**src/rtl/seq_pattern_pkg.sv**
```systemverilog
// Shared definitions for the serial pattern transmitter: FSM state codes,
// the default pattern and a frame-length helper for benches.
package seq_pattern_pkg;

  localparam logic [1:0] ST_IDLE  = 2'd0;
  localparam logic [1:0] ST_SHIFT = 2'd1;
  localparam logic [1:0] ST_GAP   = 2'd2;

  localparam logic [3:0] SEQ_DEF_PATTERN = 4'b1101;

  // Busy cycles of a frame: every repetition plus the gaps between them.
  function automatic int frame_len(input int width, input int reps, input int gap);
    if (reps <= 0) begin
      return 0;
    end else begin
      return reps * width + (reps - 1) * gap;
    end
  endfunction

endpackage

```
**src/rtl/pattern_shifter.sv**
```systemverilog
// Loadable left-shift register holding the bits still to be sent.
// head is the bit to put on the line this edge: the incoming MSB on load,
// otherwise the MSB of the remaining bits. last means nothing remains.
module pattern_shifter
  import seq_pattern_pkg::*;
#(
  parameter int WIDTH = 4,
  parameter int CW    = (WIDTH > 1) ? $clog2(WIDTH) : 1
) (
  input  logic             clk,
  input  logic             rst,
  input  logic             load,
  input  logic             shift,
  input  logic [WIDTH-1:0] din,
  output logic             head,
  output logic             last
);

  logic [WIDTH-1:0] sreg_q, sreg_d;
  logic [CW-1:0]    cnt_q, cnt_d;

  // Next contents: load drops the MSB (it goes out now), shift consumes one bit.
  always_comb begin
    sreg_d = sreg_q;
    cnt_d  = cnt_q;
    if (load) begin
      sreg_d = {din[WIDTH-2:0], 1'b0};
      cnt_d  = CW'(WIDTH - 1);
    end else if (shift) begin
      sreg_d = {sreg_q[WIDTH-2:0], 1'b0};
      cnt_d  = cnt_q - CW'(1'b1);
    end else begin
      sreg_d = sreg_q;
      cnt_d  = cnt_q;
    end
  end

  // Shift register and remaining-bit counter.
  always_ff @(posedge clk) begin
    if (rst) begin
      sreg_q <= '0;
      cnt_q  <= '0;
    end else begin
      sreg_q <= sreg_d;
      cnt_q  <= cnt_d;
    end
  end

  assign head = load ? din[WIDTH-1] : sreg_q[WIDTH-1];
  assign last = (cnt_q == '0);

endmodule

```
**src/rtl/seq_pattern_tx.sv**
```systemverilog
// Serial pattern transmitter: accepts a pattern/repeat/gap request in IDLE and
// sends the pattern MSB-first, repeated reps times with gap idle cycles between.
module seq_pattern_tx
  import seq_pattern_pkg::*;
#(
  parameter int               WIDTH       = 4,
  parameter int               REPW        = 4,
  parameter int               GAPW        = 4,
  parameter logic [WIDTH-1:0] DEF_PATTERN = WIDTH'(SEQ_DEF_PATTERN)
) (
  input  logic             clk,
  input  logic             rst,
  input  logic             start,
  input  logic             use_def,
  input  logic [WIDTH-1:0] pattern_in,
  input  logic [REPW-1:0]  reps_in,
  input  logic [GAPW-1:0]  gap_in,
  output logic             o,
  output logic             o_valid,
  output logic             busy,
  output logic             done
);

  logic [1:0]       state_q, state_d;
  logic [WIDTH-1:0] pat_q, pat_d;
  logic [REPW-1:0]  rep_q, rep_d;
  logic [GAPW-1:0]  gap_q, gap_d;
  logic [GAPW-1:0]  gcnt_q, gcnt_d;
  logic             o_q, o_d, valid_q, valid_d, busy_q, busy_d, done_q, done_d;

  logic             sh_load_s, sh_shift_s, sh_head_s, sh_last_s;
  logic [WIDTH-1:0] sh_din_s, new_pat_s;
  logic             last_rep_s, gap_end_s;

  assign new_pat_s  = use_def ? DEF_PATTERN : pattern_in;
  assign last_rep_s = (rep_q == REPW'(1'b1));
  assign gap_end_s  = (gcnt_q == GAPW'(1'b1));

  pattern_shifter #(.WIDTH(WIDTH)) u_shifter (
    .clk   (clk),
    .rst   (rst),
    .load  (sh_load_s),
    .shift (sh_shift_s),
    .din   (sh_din_s),
    .head  (sh_head_s),
    .last  (sh_last_s)
  );

  // State register.
  always_ff @(posedge clk) begin
    if (rst) begin
      state_q <= ST_IDLE;
    end else begin
      state_q <= state_d;
    end
  end

  // Next-state logic.
  always_comb begin
    state_d = state_q;
    case (state_q)
      ST_IDLE: begin
        if (start && (reps_in != '0)) state_d = ST_SHIFT;
        else                          state_d = ST_IDLE;
      end
      ST_SHIFT: begin
        if (!sh_last_s)           state_d = ST_SHIFT;
        else if (last_rep_s)      state_d = ST_IDLE;
        else if (gap_q != '0)     state_d = ST_GAP;
        else                      state_d = ST_SHIFT;
      end
      ST_GAP: begin
        if (gap_end_s) state_d = ST_SHIFT;
        else           state_d = ST_GAP;
      end
      default: state_d = ST_IDLE;
    endcase
  end

  // Output and datapath control: next line bit, flags, counters, shifter commands.
  always_comb begin
    pat_d      = pat_q;
    rep_d      = rep_q;
    gap_d      = gap_q;
    gcnt_d     = gcnt_q;
    o_d        = 1'b0;
    valid_d    = 1'b0;
    busy_d     = 1'b0;
    done_d     = 1'b0;
    sh_load_s  = 1'b0;
    sh_shift_s = 1'b0;
    sh_din_s   = pat_q;
    case (state_q)
      ST_IDLE: begin
        if (start) begin
          pat_d = new_pat_s;
          rep_d = reps_in;
          gap_d = gap_in;
          if (reps_in == '0) begin
            done_d = 1'b1;
          end else begin
            sh_load_s = 1'b1;
            sh_din_s  = new_pat_s;
            o_d       = sh_head_s;
            valid_d   = 1'b1;
            busy_d    = 1'b1;
          end
        end else begin
          busy_d = 1'b0;
        end
      end
      ST_SHIFT: begin
        busy_d = 1'b1;
        if (!sh_last_s) begin
          sh_shift_s = 1'b1;
          o_d        = sh_head_s;
          valid_d    = 1'b1;
        end else if (last_rep_s) begin
          rep_d  = '0;
          busy_d = 1'b0;
          done_d = 1'b1;
        end else begin
          rep_d = rep_q - REPW'(1'b1);
          if (gap_q != '0) begin
            gcnt_d = gap_q;
          end else begin
            sh_load_s = 1'b1;
            o_d       = sh_head_s;
            valid_d   = 1'b1;
          end
        end
      end
      ST_GAP: begin
        busy_d = 1'b1;
        if (gap_end_s) begin
          gcnt_d    = '0;
          sh_load_s = 1'b1;
          o_d       = sh_head_s;
          valid_d   = 1'b1;
        end else begin
          gcnt_d = gcnt_q - GAPW'(1'b1);
        end
      end
      default: begin
        busy_d = 1'b0;
      end
    endcase
  end

  // Latched request, counters and registered outputs.
  always_ff @(posedge clk) begin
    if (rst) begin
      pat_q   <= '0;
      rep_q   <= '0;
      gap_q   <= '0;
      gcnt_q  <= '0;
      o_q     <= 1'b0;
      valid_q <= 1'b0;
      busy_q  <= 1'b0;
      done_q  <= 1'b0;
    end else begin
      pat_q   <= pat_d;
      rep_q   <= rep_d;
      gap_q   <= gap_d;
      gcnt_q  <= gcnt_d;
      o_q     <= o_d;
      valid_q <= valid_d;
      busy_q  <= busy_d;
      done_q  <= done_d;
    end
  end

  assign o       = o_q;
  assign o_valid = valid_q;
  assign busy    = busy_q;
  assign done    = done_q;

endmodule

```
**config.mk**
```make
export PLATFORM = sky130hd
export DESIGN_NAME = seq_pattern_tx
export DESIGN_NICKNAME = d
export VERILOG_FILES = /design/src/rtl/seq_pattern_pkg.sv /design/src/rtl/pattern_shifter.sv /design/src/rtl/seq_pattern_tx.sv
export SDC_FILE = /design/constraint.sdc
export NUM_CORES = 1
export LEC_CHECK = 0
export ABC_AREA = 1
export CAP_MARGIN = 25
export CORE_MARGIN = 4
export CORE_UTILIZATION = 55
export DETAILED_ROUTE_END_ITERATION = 16
export DONT_BUFFER_PORTS = 1
export PLACE_DENSITY = 0.73
export RECOVER_POWER = 25
export SLEW_MARGIN = 15
export SYNTH_ARGS = -nofsm -noshare
export SYNTH_HDL_FRONTEND = slang
export SYNTH_SLANG_ARGS = --single-unit
```
**constraint.sdc**
```tcl
create_clock -name clk -period 1.5 [get_ports clk]
set_clock_uncertainty 0.1 [all_clocks]
set_input_delay 0.3 -clock clk [delete_from_list [all_inputs] [get_ports clk]]
set_output_delay 0.3 -clock clk [all_outputs]
set_load 0.01 [all_outputs]
```
==> results.py <==
metrics = {
    "detailed_routing": {
        "wirelength_um": 3120,
        "dr.first_iter.drc_count": 75,
        "vias": 1314,
        "route.detailed.drc": 0,
        "routed_via_density": 5.57,
        "ant_nets": 0,
        "wl_per_cell_um": 13.2,
        "dr.pass1.iters": 4,
    },
    "worst_setup_path": {
        "worstPathMaxFanout": 7,
        "crit_top_cell": "nand2_1",
        "cp_slowest_cell": "dfxtp_2",
        "cp-end-kind": "flop",
        "cp-start-kind": "flop",
        "cp.required_ps": 1630,
        "cpPeakStageDelay_ps": 350,
        "r2r_start": "u_shifter.cnt_q[0]$_SDFFE_PP0P_",
        "crit_family": "simple AND/OR/NAND/NOR gates",
        "path_buf_inv": 2,
        "reg2reg_depth": 9,
        "r2r-end": "u_shifter.sreg_q[2]$_SDFFE_PP0P_",
        "path_cells": "inv_1, ha_2, inv_4, nor2_4, nand3_4, nand2_4, nand2_1, nand2_1, a21oi_1",
        "crit_type": "flop to flop",
        "regToRegSetupSlack_ps": 80,
        "startpoint": "u_shifter.cnt_q[0]$_SDFFE_PP0P_",
        "crit_arrival_ps": 1550,
    },
    "synthesis": {
        "avgSynthCellArea_um2": 7.31,
        "synthTopCellsByArea": "dfxtp_1 (36%), nand2_1 (9.1%), a21oi_1 (7.3%), inv_1 (7.3%), o21ai_0 (5.2%)",
        "synth_ff_type": "dfxtp_1",
        "synth_cell_type_count": 29,
        "syn_nets": 218,
        "synth_top_area_cell": "dfxtp_1",
        "ys_ff_latch": 26,
        "synth_top_area_share_pct": 36.1,
        "yosys_warnings": 0,
        "synth_cells": 197,
        "ys_top_cells_by_count": "nand2_1 (35), inv_1 (28), dfxtp_1 (26)",
        "synth-edff-count": 0,
        "yosysMostFrequentCell": "nand2_1",
        "syn_area_um2": 1440,
        "yosysSeqAreaShare_pct": 36.1,
        "synthArstFlopShare_pct": 0,
    },
    "cells_and_area": {
        "layout.cells.non_filler": 236,
        "area_growth_syn_to_layout_pct": 13.4,
        "drive_gt1_share_pct": 21.4,
        "fillerInstances": 215,
        "antennaDiodeCount": 0,
        "final_nets": 228,
    },
    "timing": {
        "slew_violations": 0,
        "finalSetupViolCount": 0,
        "finalCriticalPeriod_ps": 1420,
        "worst_slew_pin_slew_ps": 353,
        "relSlewSlack_pct": 76.4,
        "fin_crit_sh_pct": 94.4,
        "max_freq_mhz": 706,
        "hold_viol_final": 0,
        "rsz0062_at_grt": "yes",
    },
    "die": {
        "dieArea_um2": 3500,
        "rows": 18,
        "io_pins": 20,
        "die_w_um": 59.2,
        "core-area_um2": 2480,
        "die_y_um": 59.2,
        "start_util_pct": 58.1,
    },
    "clock_network": {
        "h-tree-depth": 1,
        "cts_buffers": 3,
        "clock_latency_ps": 330,
        "cts_tree": "built",
        "cts_sinks": 26,
        "cts.clk_slew.worst_paths_ps": 150,
        "root_buffer": "clkbuf_4",
        "cts.path.max_buffers": 2,
    },
    "hold_path": {
        "hp-class": "input port to flop",
        "hp-start": "reps_in[3]",
        "whs_endpoint": "rep_q[3]$_SDFFE_PP0P_",
        "min_delay_path_depth": 2,
    },
    "global_routing": {
        "grt_usage_pct": 19.3,
        "grt_pass1_vias": 1204,
        "grt_overflow": 0,
        "grt_pass1_wl_um": 5220,
        "grt_max_degree": 16,
        "antenna_found_initial": 0,
    },
    "place": {
        "detailed_place_hpwl_um": 2320,
        "placed_cells": 228,
        "portBuffers": 0,
        "gp_congestion": 0.839,
    },
    "pwr": {
        "power_density_nw_per_um2": 1320,
        "leakage_nw": 0.705,
        "vdd_drop_max_mv": 0.822,
        "fin_total_pwr_mw": 2.16,
    },
    "outcome": {
        "status": "complete, no violations",
    },
    "job": {
        "max-cap-violations": 0,
    },
}
==> layout by cell type (no fill, tap or decap), types with 2 or more instances in the layout <==
| cell | synthesis | final |
|---|---|---|
| dfxtp_2 | 0 | 2 |
| nor2_1 | 10 | 10 |
| ha_2 | 0 | 2 |
| nor2_4 | 2 | 3 |
| nand2_1 | 35 | 35 |
| a21oi_1 | 21 | 19 |
| or2_2 | 2 | 2 |
| a31oi_1 | 3 | 3 |
| ha_1 | 5 | 3 |
| inv_2 | 3 | 3 |
| nand4_1 | 3 | 3 |
| dlygate4sd3_1 | 0 | 3 |
| a21oi_2 | 1 | 3 |
| nand3_2 | 3 | 2 |
| o21ai_0 | 15 | 15 |
| inv_4 | 1 | 2 |
| nor2_2 | 4 | 3 |
| xor2_1 | 2 | 2 |
| buf_4 | 0 | 6 |
| clkbuf_4 | 0 | 3 |
| o21ai_1 | 6 | 6 |
| dfxtp_1 | 26 | 24 |
| nand2_4 | 4 | 5 |
| inv_1 | 28 | 27 |
| nand3_4 | 0 | 3 |
| o21ai_2 | 2 | 2 |
| nand3_1 | 10 | 8 |
==> layout make-up <==
cell class	count	area, µm²	area share (%)
multi-input combinational	135	820	50.2
timing repair buffer	9	75.1	4.60
clock inverter	1	30.0	1.84
clock buffer	3	22.5	1.38
sequential	26	523	32.0
inverter	32	125	7.66
tap	30	37.5	2.30
==> how the worst max path moves through the flow <==
stage | slack (ps) | to | cells past startpoint
finish | 80 | u_shifter.sreg_q[2]$_SDFFE_PP0P_ | 9
global route | -9 | o$_SDFF_PP0_ | 9
CTS | 6 | u_shifter.sreg_q[3]$_SDFFE_PP0P_ | 8
detailed placement | -4 | o$_SDFF_PP0_ | 9
global placement | 60 | u_shifter.cnt_q[1]$_SDFFE_PP0P_ | 8
floorplan | 120 | o$_SDFF_PP0_ | 9
==> through the flow <==
| stage | hold WS (ps) | setup WS, ps | TNS [ps] | util, % | instance area, µm² |
|---|---|---|---|---|---|
| floorplan | 329 | 116 | 0 | - | 1440 |
| global placement | 265 | 60.7 | 0 | 59.8 | 1480 |
| detailed placement | 267 | -4.32 | -4.32 | 59.8 | 1480 |
| CTS | 3.61 | 6.43 | 0 | 62.8 | 1560 |
| global route | 18.3 | -8.62 | -12.6 | 65.9 | 1630 |
| finish | 18.1 | 83.8 | 0 | 65.9 | 1630 |
==> registers in the layout, summed over array words and instances (netlist names) <==
name              flops
gcnt_q                4
busy                  1
state_q               2
u_shifter.cnt_q       2
pat_q                 4
u_shifter.sreg_q      3
o                     1
rep_q                 4
done                  1
gap_q                 4
==> logic make-up (layout without fill, tap and decap cells) <==
group,after synthesis,in the layout,share of synthesized area (%)
AO/OA/AOI/OAI,51,51,19.8
flip-flops,26,26,36.1
adder cells (fa/ha/maj),5,5,4.34
AND/OR/NAND/NOR,76,76,27.1
XOR/XNOR,3,3,1.82
buffers and inverters,36,45,10.8
==> routing by layer <==
metal / up-vias / GRT usage (%) / part of all wire, %
li1: 656 / - / -
met1: 612 / 23.6 / 47
met2: 39 / 32.5 / 47
met3: 7 / 3.70 / 4.3
met4: 0 / 9.06 / 1.6
met5: - / 0 / 0
==> power breakdown <==
part | switching (mW) | internal (mW)
sequential | 0.0784 | 0.807
clock | 0.230 | 0.270
combinational | 0.482 | 0.295
total | 0.791 | 1.37
==> repair_timing <==
action	4_1_cts	5_1_grt
hold buffers	2	1
resized for setup	1	14
setup endpoints to repair	7	11
endpoints found under the hold margin	8	1
setup buffers	0	1
pin swaps	0	5
No activity file was read; power rests on OpenSTA's default activity.
